File: src/rtl/serial_adder_pkg.sv
// serial_adder_pkg: shared definitions for the serial adder.
//   - state_t     : FSM state encoding (IDLE=0, RUN=1, DONE=2)
//   - clog2       : ceiling log2 of a positive integer
//   - count_width : width of the slice counter, clog2(WIDTH/STEP) but never
//                   less than 1 bit so a single-slice build still has a counter
package serial_adder_pkg;

  typedef enum logic [1:0] {
    IDLE = 2'd0,
    RUN  = 2'd1,
    DONE = 2'd2
  } state_t;

  function automatic int clog2(input int n);
    int r;
    r = 0;
    while ((32'sd1 << r) < n) begin
      r = r + 1;
    end
    return r;
  endfunction

  function automatic int count_width(input int n);
    return (clog2(n) < 1) ? 1 : clog2(n);
  endfunction

endpackage

File: src/rtl/serial_adder_add1bit.sv
// add1bit: single full-adder cell used in the ripple slice of serial_adder.
// Ports:
//   a, b   in  operand bits
//   c_in   in  carry in
//   sum    out a ^ b ^ c_in
//   c_out  out majority(a, b, c_in)
module add1bit
  import serial_adder_pkg::*;
(
  input  logic a,
  input  logic b,
  input  logic c_in,
  output logic sum,
  output logic c_out
);

  assign sum   = a ^ b ^ c_in;
  assign c_out = (a & b) | (a & c_in) | (b & c_in);

endmodule

File: src/rtl/serial_adder.sv
// serial_adder: multi-cycle adder that consumes STEP bits of a WIDTH-bit
// operand pair per clock through a STEP-deep ripple of add1bit cells.
// One operation in flight; results held until the consumer accepts them.
// Optional feature macro: SERIAL_ADDER_SUB_EN adds the 'sub' port
// (result = a - b - c_in, c_in acting as borrow-in, c_out=1 means no borrow).
// Ports:
//   clk, rst            clock (rising edge), asynchronous active-high reset
//   in_valid/in_ready   operand handshake (in_ready high only in IDLE)
//   a, b, c_in          operands and carry-in
//   sub                 subtract request (only with SERIAL_ADDER_SUB_EN)
//   out_valid/out_ready result handshake (out_valid high only in DONE)
//   sum, c_out, ovf     registered result, carry-out, signed overflow
module serial_adder
  import serial_adder_pkg::*;
#(
  parameter int WIDTH = 8,
  parameter int STEP  = 1
) (
  input  logic             clk,
  input  logic             rst,
  input  logic             in_valid,
  output logic             in_ready,
  input  logic [WIDTH-1:0] a,
  input  logic [WIDTH-1:0] b,
  input  logic             c_in,
`ifdef SERIAL_ADDER_SUB_EN
  input  logic             sub,
`endif
  output logic             out_valid,
  input  logic             out_ready,
  output logic [WIDTH-1:0] sum,
  output logic             c_out,
  output logic             ovf
);

  localparam int NSLICE = WIDTH / STEP;
  localparam int CNT_W  = count_width(NSLICE);
  localparam logic [CNT_W-1:0] LAST_CNT = CNT_W'(NSLICE - 1);
  localparam logic [CNT_W-1:0] ONE_CNT  = CNT_W'(1);
  localparam logic [CNT_W-1:0] ZERO_CNT = {CNT_W{1'b0}};
  localparam logic [WIDTH-1:0] ZERO_W   = {WIDTH{1'b0}};

  if (WIDTH < 2 || STEP < 1 || STEP > WIDTH || (WIDTH % STEP) != 0) begin : g_bad_param
    $error("serial_adder: need WIDTH>=2, 1<=STEP<=WIDTH, WIDTH%%STEP==0");
  end

  state_t           state_r;
  logic [CNT_W-1:0] count_r;
  logic [WIDTH-1:0] a_sr_r;
  logic [WIDTH-1:0] b_sr_r;
  logic             carry_r;
  logic [WIDTH-1:0] sum_r;
  logic             c_out_r;
  logic             ovf_r;
  logic             in_ready_r;
  logic             out_valid_r;

  logic [WIDTH-1:0] b_load_s;
  logic             carry_load_s;
  logic [STEP:0]    chain_s;
  logic [STEP-1:0]  slice_s;
  logic [WIDTH-1:0] sum_next_s;

  // Operand conditioning at accept: subtraction is a + ~b + ~c_in.
  always_comb begin
    b_load_s     = b;
    carry_load_s = c_in;
`ifdef SERIAL_ADDER_SUB_EN
    if (sub) begin
      b_load_s     = ~b;
      carry_load_s = ~c_in;
    end else begin
      b_load_s     = b;
      carry_load_s = c_in;
    end
`endif
  end

  // Ripple of STEP full-adder cells fed by the low bits of the shift regs.
  assign chain_s[0] = carry_r;
  for (genvar i = 0; i < STEP; i++) begin : g_cell
    add1bit u_cell (
      .a     (a_sr_r[i]),
      .b     (b_sr_r[i]),
      .c_in  (chain_s[i]),
      .sum   (slice_s[i]),
      .c_out (chain_s[i+1])
    );
  end

  // New slice enters sum from the MSB end; after NSLICE slices the first
  // slice has arrived at bit 0.
  if (STEP == WIDTH) begin : g_sum_full
    assign sum_next_s = slice_s;
  end else begin : g_sum_shift
    assign sum_next_s = {slice_s, sum_r[WIDTH-1:STEP]};
  end

  // Control FSM, datapath registers and registered handshake outputs.
  always_ff @(posedge clk or posedge rst) begin
    if (rst) begin
      state_r     <= IDLE;
      count_r     <= ZERO_CNT;
      a_sr_r      <= ZERO_W;
      b_sr_r      <= ZERO_W;
      carry_r     <= 1'b0;
      sum_r       <= ZERO_W;
      c_out_r     <= 1'b0;
      ovf_r       <= 1'b0;
      in_ready_r  <= 1'b1;
      out_valid_r <= 1'b0;
    end else begin
      case (state_r)
        IDLE: begin
          if (in_valid) begin
            a_sr_r     <= a;
            b_sr_r     <= b_load_s;
            carry_r    <= carry_load_s;
            sum_r      <= ZERO_W;
            count_r    <= ZERO_CNT;
            state_r    <= RUN;
            in_ready_r <= 1'b0;
          end else begin
            in_ready_r <= 1'b1;
          end
        end
        RUN: begin
          a_sr_r  <= a_sr_r >> STEP;
          b_sr_r  <= b_sr_r >> STEP;
          sum_r   <= sum_next_s;
          carry_r <= chain_s[STEP];
          count_r <= count_r + ONE_CNT;
          if (count_r == LAST_CNT) begin
            // Final slice holds the MSB: its carry-in vs carry-out gives ovf.
            c_out_r     <= chain_s[STEP];
            ovf_r       <= chain_s[STEP] ^ chain_s[STEP-1];
            state_r     <= DONE;
            out_valid_r <= 1'b1;
          end else begin
            state_r <= RUN;
          end
        end
        DONE: begin
          if (out_ready) begin
            state_r     <= IDLE;
            out_valid_r <= 1'b0;
            in_ready_r  <= 1'b1;
          end else begin
            state_r <= DONE;
          end
        end
        default: begin
          state_r     <= IDLE;
          in_ready_r  <= 1'b1;
          out_valid_r <= 1'b0;
        end
      endcase
    end
  end

  assign in_ready  = in_ready_r;
  assign out_valid = out_valid_r;
  assign sum       = sum_r;
  assign c_out     = c_out_r;
  assign ovf       = ovf_r;

endmodule
File: config.mk
export PLATFORM = sky130hd
export DESIGN_NAME = serial_adder
export DESIGN_NICKNAME = d
export VERILOG_FILES = /design/src/rtl/serial_adder_pkg.sv /design/src/rtl/serial_adder_add1bit.sv /design/src/rtl/serial_adder.sv
export SDC_FILE = /design/constraint.sdc
export NUM_CORES = 1
export LEC_CHECK = 0
export ABC_AREA = 0
export CORE_ASPECT_RATIO = 0.75
export CORE_MARGIN = 8
export CORE_UTILIZATION = 50
export DETAILED_ROUTE_END_ITERATION = 10
export PLACE_DENSITY = 0.78
export SYNTH_ARGS = -nofsm -noshare
export SYNTH_HDL_FRONTEND = slang
export SYNTH_SLANG_ARGS = --single-unit
File: constraint.sdc
create_clock -name clk -period 1.8 [get_ports clk]
set_input_delay 0.36 -clock clk [delete_from_list [all_inputs] [get_ports clk]]
set_output_delay 0.36 -clock clk [all_outputs]
set_load 0.02 [all_outputs]
==> results of run 1 <==
==> worst max path at each step <==
stage	start	end	slack, ns	cells after the start
final	sum[6]	sum[6]	0.15	1
after global routing	sum[6]	sum[6]	0.10	1
after CTS	sum[6]	sum[6]	0.14	1
after detailed placement	in_valid	a_sr_r[4]	0.007	3
after global placement	in_valid	a_sr_r[2]	0.07	3
after floorplan	carry_r	ovf	0.44	4
==> logic make-up (layout without fill, tap and decap cells) <==
group                      after synthesis  count (layout)
xor gates and xnor gates                 1               1
and+or+nand+nor                         34              34
AOI/OAI and AO/OA                       35              35
buffers and inverters                   29              61
muxes                                    3               3
DFF                                     34              34
adders and majority gates                3               3
==> layer usage <==
metal  share of wire  GRT usage  up-vias
li1                -          -      573
met5               0          0        -
met2            0.46      0.212       37
met1            0.45      0.186      604
met3           0.074     0.0654        8
met4           0.017     0.0611        0
==> final cells by class <==
type,count,area share
Sequential cell,34,0.411
Multi-Input combinational cell,76,0.313
Timing Repair Buffer,37,0.178
Clock buffer,7,0.0417
Inverter,16,0.0290
Tap cell,40,0.0242
Clock inverter,1,0.00242
==> through the flow <==
stage | instance area, um2 | setup slack, ns | hold slack (ns) | cells | util
6_report | 2070 | 0.152 | 0.346 | 211 | 0.643
5_1_grt | 2070 | 0.102 | 0.381 | 211 | 0.643
4_1_cts | 2070 | 0.140 | 0.359 | 211 | 0.643
3_5_place_dp | 1980 | 0.00705 | 0.494 | 203 | 0.615
3_3_place_gp | 1980 | 0.0727 | 0.474 | 203 | 0.615
2_1_floorplan | 1650 | 0.435 | 0.446 | 139 | -
==> Yosys cell counts (all sizes together) <==
| library cell | n |
|---|---|
| inv | 16 |
| mux2 | 1 |
| buf | 12 |
| o2bb2ai | 2 |
| nor2 | 9 |
| ha | 2 |
| a221oi | 13 |
| clkbuf | 1 |
| xnor2 | 1 |
| dfrtp | 33 |
| fa | 1 |
| a22o | 9 |
| nor4b | 13 |
| a211o | 2 |
| nor2b | 1 |
| a31o | 1 |
| o21bai | 1 |
| nor3b | 2 |
| o221a | 2 |
| o21ba | 1 |
| a21oi | 2 |
| and4bb | 1 |
| or4b | 2 |
| dfstp | 1 |
| nand3b | 1 |
| nor4bb | 1 |
| nand2b | 2 |
| mux2i | 2 |
| or2b | 2 |
| o31a | 1 |
| o31ai | 1 |
==> state kept, by name, indices dropped and copies added, names as in the netlist <==
signal,count
a_sr_r,8
b_sr_r,8
c_out,1
carry_r,1
count_r,3
in_ready,1
out_valid,1
ovf,1
state_r,2
sum,8
==> what timing repair did <==
action / CTS / global route
endpoints found under the setup margin: 1 / 0
hold buffers: 0 / 0
resized for setup: 1 / 0
==> power groups by stage <==
| stage | logic, mW | registers, mW | clock network [mW] |
|---|---|---|---|
| floorplan | 0.983 | 1.44 | 0 |
| global placement | 1.43 | 1.37 | 0 |
| detailed placement | 1.51 | 1.38 | 0 |
| CTS | 1.51 | 1.37 | 0.591 |
| global route | 1.62 | 1.41 | 0.631 |
| finish | 1.48 | 1.37 | 0.579 |
==> worst reg2reg max path: stages, from the launching register on <==
cell	delay [ns]
dfrtp_1	0.59
nor2b_2	0.57
a221oi_1	0.20
==> impl_metrics.toml, run 1 <==
[yosys]
yosysWarnings = 0
synth.area.top_cells = "dfrtp_1, a221oi_1, nor4b_1"
synth_top_area_frac = 0.501
ys_seq_elements = 34
synth_cell_type_count = 34
synth_top_family_by_area = "compound AO/OA/AOI/OAI gates"
muxShareOfSynthArea = 0.0190
syn_nets = 163
synthAdderAreaFrac = 0.0273
synth_compound_area_frac = 0.190
syn_area_per_cell_um2 = 11.9
synthSimpleGateAreaFrac = 0.151
ys_seq_area_frac = 0.517
yosysTopAreaCell = "dfrtp_1"
synthCells = 139
netlist_area_um2 = 1650
synth_xor_xnor_area_share = 0.00531

[clock_network]
htreeDepth = 2
cts_tree = "done"
clockRootBuffer = "clkbuf_8"
clock_path_buffers = 2
post_cts_buffers = 0
cts.sink_count = 34
clk_pin_slew_ns = 0.07
clk_latency_ns = 0.29
cts_buffers = 5

[final_layout]
fill_cells = 261
nNetsFinal = 194
drive_gt1_frac = 0.117
layout_commonest_cell = "dfrtp_1"
layout_common_cells = "dfrtp_1, clkdlybuf4s50_1, inv_1"
syn2layout_area_growth_pct = 25.6
multi_input_area_um2 = 648
regArea_um2 = 852
antennaDiodeCount = 0

[critical_path]
cpMaxStageDelayCell = "clkdlybuf4s50_1"
path_cells = "clkdlybuf4s50_1"
cp_top_family = "buffers and inverters"
arrival_ns = 1.29
r2r-end = "b_sr_r[2]"
reg2reg_from = "state_r[0]"
reg2reg_depth = 2
cp.required_ns = 1.44
critPathMaxStageDelay_ns = 0.62
critPathKind = "reg -> out"
ff2ff_setup_slack_ns = 0.28
setup.worst_path.start_class = "flip-flop"
end_kind = "primary output"
critPathMaxFanout = 3
cp_num_buf_inv = 1

[routing]
antenna_left = 0
drt-initial-drc-count = 59
wirelength_um = 3610
vias_per_cell = 5.79
drc_errors = 0
route.detailed.wl_per_inst_um = 17.1
firstDrtPassIters = 4
vias = 1222

[hold_path]
hold_class = "in -> async"

[status]
status = "finished, final reports clean"

[die]
initial_core_util = 0.512
die_area_um2 = 5410
rows = 18
die_w_um = 82.3
coreArea_um2 = 3220
fp.dieH_um = 65.7
io_pins = 33

[sta]
min_period_ns = 1.65
fin_skew_ns = 0.00789
fin_setup_tns_ns = 0
maxSlewHeadroom = 0.626
setup_viol = 0
fin_crit_sh = 0.915
worstMarginPinSlew_ns = 0.560
drv_slew = 0
hold_viol_final = 0
max_freq_mhz = 607
grt_setup_unrepaired = "no"

[pwr]
clkPwrFrac = 0.168
peakVddDrop_mv = 0.721
p_seq_frac = 0.400
p_int_mw = 2.16
p_switching_mw = 1.28
p_per_area_nw_per_um2 = 1660
p_leak_nw = 0.918
netSwitchingFraction = 0.371
power.total_mw = 3.44
p_comb_frac = 0.432

[placement]
gp_congestion = 0.798
port_buffers = 32
dp_hpwl_um = 2590

[grt]
grt_usage = 0.147
grt_max_degree = 29
antenna_found_initial = 0
grt_first_pass_wirelength_um = 6020
grt_overflow = 0
grt_pass1_vias = 1295

[flow_run]
drv_cap = 0
(Power assumes the default switching activity.)
==> run 2, diff against run 1 <==
--- a/config.mk
+++ b/config.mk
@@ -10,7 +10,7 @@
 export CORE_MARGIN = 8
 export CORE_UTILIZATION = 50
 export DETAILED_ROUTE_END_ITERATION = 10
-export PLACE_DENSITY = 0.78
+export PLACE_DENSITY = 0.89
 export SYNTH_ARGS = -nofsm -noshare
 export SYNTH_HDL_FRONTEND = slang
 export SYNTH_SLANG_ARGS = --single-unit
==> impl_metrics.toml, run 2 (synthesis results as in run 1) <==
[status]
status = "finished, final reports clean"

[critical_path]
cp_num_buf_inv = 1
setup.worst_path.start_class = "flip-flop"
reg2reg_from = "state_r[0]"
path_cells = "clkdlybuf4s50_1"
ff2ff_setup_slack_ns = 0.25
cp.required_ns = 1.44
r2r-end = "b_sr_r[3]"
critPathMaxStageDelay_ns = 0.62
cp_top_family = "buffers and inverters"
critPathKind = "reg -> out"
cpMaxStageDelayCell = "clkdlybuf4s50_1"
critPathMaxFanout = 3
reg2reg_depth = 2
arrival_ns = 1.29
end_kind = "primary output"

[routing]
wirelength_um = 3400
route.detailed.wl_per_inst_um = 16.1
vias = 1206
wl_met2_um = 1610
antenna_left = 0
dr.max_layer_used = "met4"
wl_met1_um = 1590
drc_errors = 0
firstDrtPassIters = 5
wl_met3_um = 120
drt-initial-drc-count = 57
vias_per_cell = 5.72

[final_layout]
antennaDiodeCount = 0
layout_commonest_cell = "dfrtp_1"
nNetsFinal = 195
drive_gt1_frac = 0.111
syn2layout_area_growth_pct = 25.1
fill_cells = 242
layout_common_cells = "dfrtp_1, clkdlybuf4s50_1, inv_1"

[grt]
grt_usage = 0.143
grt_max_degree = 35
grt_first_pass_wirelength_um = 6000
grt_pass1_vias = 1248
antenna_found_initial = 0
grt_overflow = 0

[clock_network]
clockRootBuffer = "clkbuf_8"
htreeDepth = 2
cts_tree = "done"
hold_buffers = 0
cts_buffers = 5
clk_latency_ns = 0.29
cts-resized-gates = 1
post_cts_buffers = 0
clk_pin_slew_ns = 0.07
cts.sink_count = 34
clock_path_buffers = 2

[placement]
port_buffers = 32
gp_congestion = 0.787
dp_hpwl_um = 2450

[sta]
fin_setup_tns_ns = 0
hold_viol_final = 0
setup_viol = 0
fin_skew_ns = 0.00507
whs_ns = 0.467
max_freq_mhz = 607
worstMarginPinSlew_ns = 0.595
maxSlewHeadroom = 0.602
min_period_ns = 1.65
drv_slew = 0
grt_setup_unrepaired = "no"
fin_crit_sh = 0.916

[die]
io_pins = 33
die_w_um = 82.3
die_area_um2 = 5410
rows = 18
fp.dieH_um = 65.7
initial_core_util = 0.512
coreArea_um2 = 3220

[pwr]
p_comb_frac = 0.442
p_per_area_nw_per_um2 = 1640
p_int_mw = 2.14
netSwitchingFraction = 0.367
p_seq_frac = 0.403
p_switching_mw = 1.24
p_leak_nw = 0.914
clkPwrFrac = 0.155
peakVddDrop_mv = 0.741

[hold_path]
hold_class = "in -> async"

[flow_run]
drv_cap = 0
## run 2: cell types whose count changed in the layout (fill, tap and decap cells not counted), sizes merged
cell	delta
clkinv	-1
buf	+1
## run 2: power by group through the flow
stage               Clock, mW  Combinational, mW  Sequential [mW]
global route            0.566               1.65             1.41
finish                  0.524               1.50             1.36
floorplan                   0              0.983             1.44
CTS                     0.531               1.52             1.36
detailed placement          0               1.52             1.37
global placement            0               1.46             1.37
## run 2: routing by layer
metal / track usage / vias to the layer above
li1: - / 579
met1: 0.190 / 592
met2: 0.207 / 26
met3: 0.0381 / 9
met4: 0.0742 / 0
met5: 0 / -
## run 2: how the worst max path moves through the flow
stage / start / endpoint / slack, ns / cells after the start
2_1_floorplan: carry_r / ovf / 0.44 / 4
3_3_place_gp: in_valid / b_sr_r[6] / 0.15 / 3
3_5_place_dp: in_valid / b_sr_r[0] / 0.09 / 4
4_1_cts: sum[3] / sum[3] / 0.14 / 1
5_1_grt: sum[3] / sum[3] / 0.1 / 1
6_report: sum[3] / sum[3] / 0.15 / 1
## run 2: area by class of cell
cell class / instances / area, um2 / area share
flip-flops and latches: 34 / 852 / 0.413
repair buffers: 38 / 377 / 0.183
clock buffers: 7 / 76.3 / 0.0370
well taps: 40 / 50.0 / 0.0243
multi-input cells: 76 / 648 / 0.314
inverters: 16 / 60.1 / 0.0291
## run 2: per-stage QoR
step                setup WS [ns]  utilization  area [um2]  std cells  power (mW)
global route               0.0981        0.641        2060        211        3.63
global placement            0.151        0.617        1990        204        2.82
detailed placement         0.0935        0.617        1990        204        2.89
floorplan                   0.435            -        1650        139        2.42
CTS                         0.145        0.641        2060        211        3.41
finish                      0.151        0.641        2060        211        3.39
==> run 3, diff against run 2 <==
--- a/config.mk
+++ b/config.mk
@@ -5,12 +5,12 @@
 export SDC_FILE = /design/constraint.sdc
 export NUM_CORES = 1
 export LEC_CHECK = 0
-export ABC_AREA = 0
+export ABC_AREA = 1
 export CORE_ASPECT_RATIO = 0.75
 export CORE_MARGIN = 8
-export CORE_UTILIZATION = 50
+export CORE_UTILIZATION = 45
 export DETAILED_ROUTE_END_ITERATION = 10
-export PLACE_DENSITY = 0.89
+export PLACE_DENSITY = 0.85
 export SYNTH_ARGS = -nofsm -noshare
 export SYNTH_HDL_FRONTEND = slang
 export SYNTH_SLANG_ARGS = --single-unit
==> constraint.sdc (replaced) <==
create_clock -name clk -period 1.45 [get_ports clk]
set_input_delay 0.29 -clock clk [delete_from_list [all_inputs] [get_ports clk]]
set_output_delay 0.29 -clock clk [all_outputs]
set_load 0.02 [all_outputs]
==> impl_metrics.toml, run 3 <==
[sta]
hold_viol_final = 0
fin_skew_ns = 0.00541
max_freq_mhz = 709
worstMarginPinSlew_ns = 0.421
fin_setup_tns_ns = 0
grt_setup_unrepaired = "no"
setup_viol = 0
fin_ws_ns = 0.0404
fin_crit_sh = 0.972
drv_slew = 0
maxSlewHeadroom = 0.719
min_period_ns = 1.41
whs_ns = 0.332

[yosys]
async_reset_ff_frac = 1.00
ys_seq_elements = 34
synth_ff_type = "dfrtp_1"
netlist_area_um2 = 1620
syn_nets = 229
yosysTopAreaCell = "dfrtp_1"
ys_seq_area_frac = 0.527
synthCells = 205
yosysWarnings = 0
synth_common_cells = "nand2_1, dfrtp_1, nand3_1, inv_1"
synth_edf_count = 0
syn_area_per_cell_um2 = 7.89
synth_cell_type_count = 15
synth.area.top_cells = "dfrtp_1, nand2_1, nand3_1"
synth_top_area_frac = 0.511
synth.most_common_cell = "nand2_1"

[grt]
grt_max_degree = 35
grt_overflow = 0
grt_pass1_vias = 1321
antenna_found_initial = 0
grt_usage = 0.134
grt_first_pass_wirelength_um = 6040

[placement]
port_buffers = 32
dp.cells = 277
pre_cts_ws_ns = 0.0165
placedInstanceArea_um2 = 1980
gp_congestion = 0.771
dp_hpwl_um = 2500

[final_layout]
regArea_um2 = 852
fin_util = 0.580
antennaDiodeCount = 0
layout_commonest_cell = "nand2_1"
multi_input_area_um2 = 644
stdcell_area_um2 = 2050
fill_cells = 318
layout_common_cells = "nand2_1, dfrtp_1, nand3_1, clkdlybuf4s50_1, dlygate4sd2_1"
nNetsFinal = 266
syn2layout_area_growth_pct = 27.0
layoutNonFillerInstCount = 285
drive_gt1_frac = 0.0741

[critical_path]
critPathLaunch = "in_ready"
crit_cells = 1
end_kind = "primary output"
setup.worst_path.start_class = "flip-flop"
cpMaxStageDelayCell = "dfstp_2"
reg2reg_from = "carry_r"
critPathMaxStageDelay_ns = 0.53
cp.required_ns = 1.16
critPathKind = "reg -> out"
path_cells = "clkdlybuf4s15_1"
reg2reg_depth = 6
critPathMaxFanout = 2
cp_top_family = "flip-flops"
arrival_ns = 1.12
cp_num_buf_inv = 1

[die]
fp.dieH_um = 67.9
die_area_um2 = 5790
coreArea_um2 = 3540
die_w_um = 85.2
initial_core_util = 0.456
io_pins = 33
rows = 19

[routing]
vias_per_cell = 4.79
antenna_left = 0
route.detailed.wl_per_inst_um = 12.1
drt-initial-drc-count = 92
vias = 1365
wirelength_um = 3460
firstDrtPassIters = 4
drc_errors = 0

[clock_network]
clk_latency_ns = 0.29
clockRootBuffer = "clkbuf_8"
post_cts_buffers = 0
cts_buffers = 5
cts_tree = "done"
clock_path_buffers = 2
cts.sink_count = 34
clk_pin_slew_ns = 0.07
htreeDepth = 2

[pwr]
peakVddDrop_mv = 0.934
clkPwrFrac = 0.174
p_per_area_nw_per_um2 = 2040
p_comb_frac = 0.438
power.total_mw = 4.19
p_int_mw = 2.46
p_leak_nw = 1.15
p_switching_mw = 1.73
p_seq_frac = 0.387
netSwitchingFraction = 0.413

[status]
status = "finished, final reports clean"

[hold_path]
hold_class = "in -> async"

[flow_run]
drv_cap = 0
[run 3: changes by cell type after synthesis, moves of 5 or more]
cell / change
nor4b_1: -13
inv_1: -6
nand3_1: +20
a221oi_1: -13
o21ai_0: +5
nor2_1: -7
nand2_1: +119
a22o_1: -9
[run 3: cell type report]
cell class / count / area share
Inverter: 11 / 0.0201
Clock inverter: 1 / 0.00244
Clock buffer: 7 / 0.0420
Tap cell: 42 / 0.0256
Multi-Input combinational cell: 151 / 0.314
Timing Repair Buffer: 39 / 0.181
Sequential cell: 34 / 0.415
[run 3: power by group through the flow]
stage	Clock (mW)	Sequential, mW	Combinational (mW)
final	0.731	1.63	1.84
after floorplan	0	1.77	1.21
after CTS	0.748	1.63	1.87
after detailed placement	0	1.64	1.97
after global placement	0	1.63	1.90
after global routing	0.789	1.68	2.13
[run 3: kinds of logic (layout without fill, tap and decap cells)]
kind of cell / after synthesis / after routing / share of synthesized area
and+or+nand+nor: 142 / 142 / 0.350
adders and majority gates: 3 / 3 / 0.0279
buffers and inverters: 20 / 58 / 0.0743
DFF: 34 / 34 / 0.527
AOI/OAI and AO/OA: 6 / 6 / 0.0209
[run 3: worst paths after layout]
| check | end | slack (ns) |
|---|---|---|
| worst max-delay path | in_ready | 0.04 |
| worst min-delay path | a_sr_r[6] | 0.33 |
| worst max register to register | ovf | 0.17 |
| worst min register to register | in_ready | 0.47 |
| max in group asynchronous | in_ready | 0.88 |
| min in group clk | in_ready | 0.47 |
[run 3: layer usage]
metal | vias to the layer above | global-route usage | routed length (um)
met5 | - | 0 | 0
met4 | 0 | 0.0728 | 75
met3 | 8 | 0.0504 | 249
met2 | 35 | 0.215 | 1640
met1 | 620 | 0.157 | 1490
li1 | 702 | - | -
[run 3: timing repair]
item	CTS	global route
gates resized for setup	13	0
endpoints found under the setup margin	12	0
hold buffers	0	0
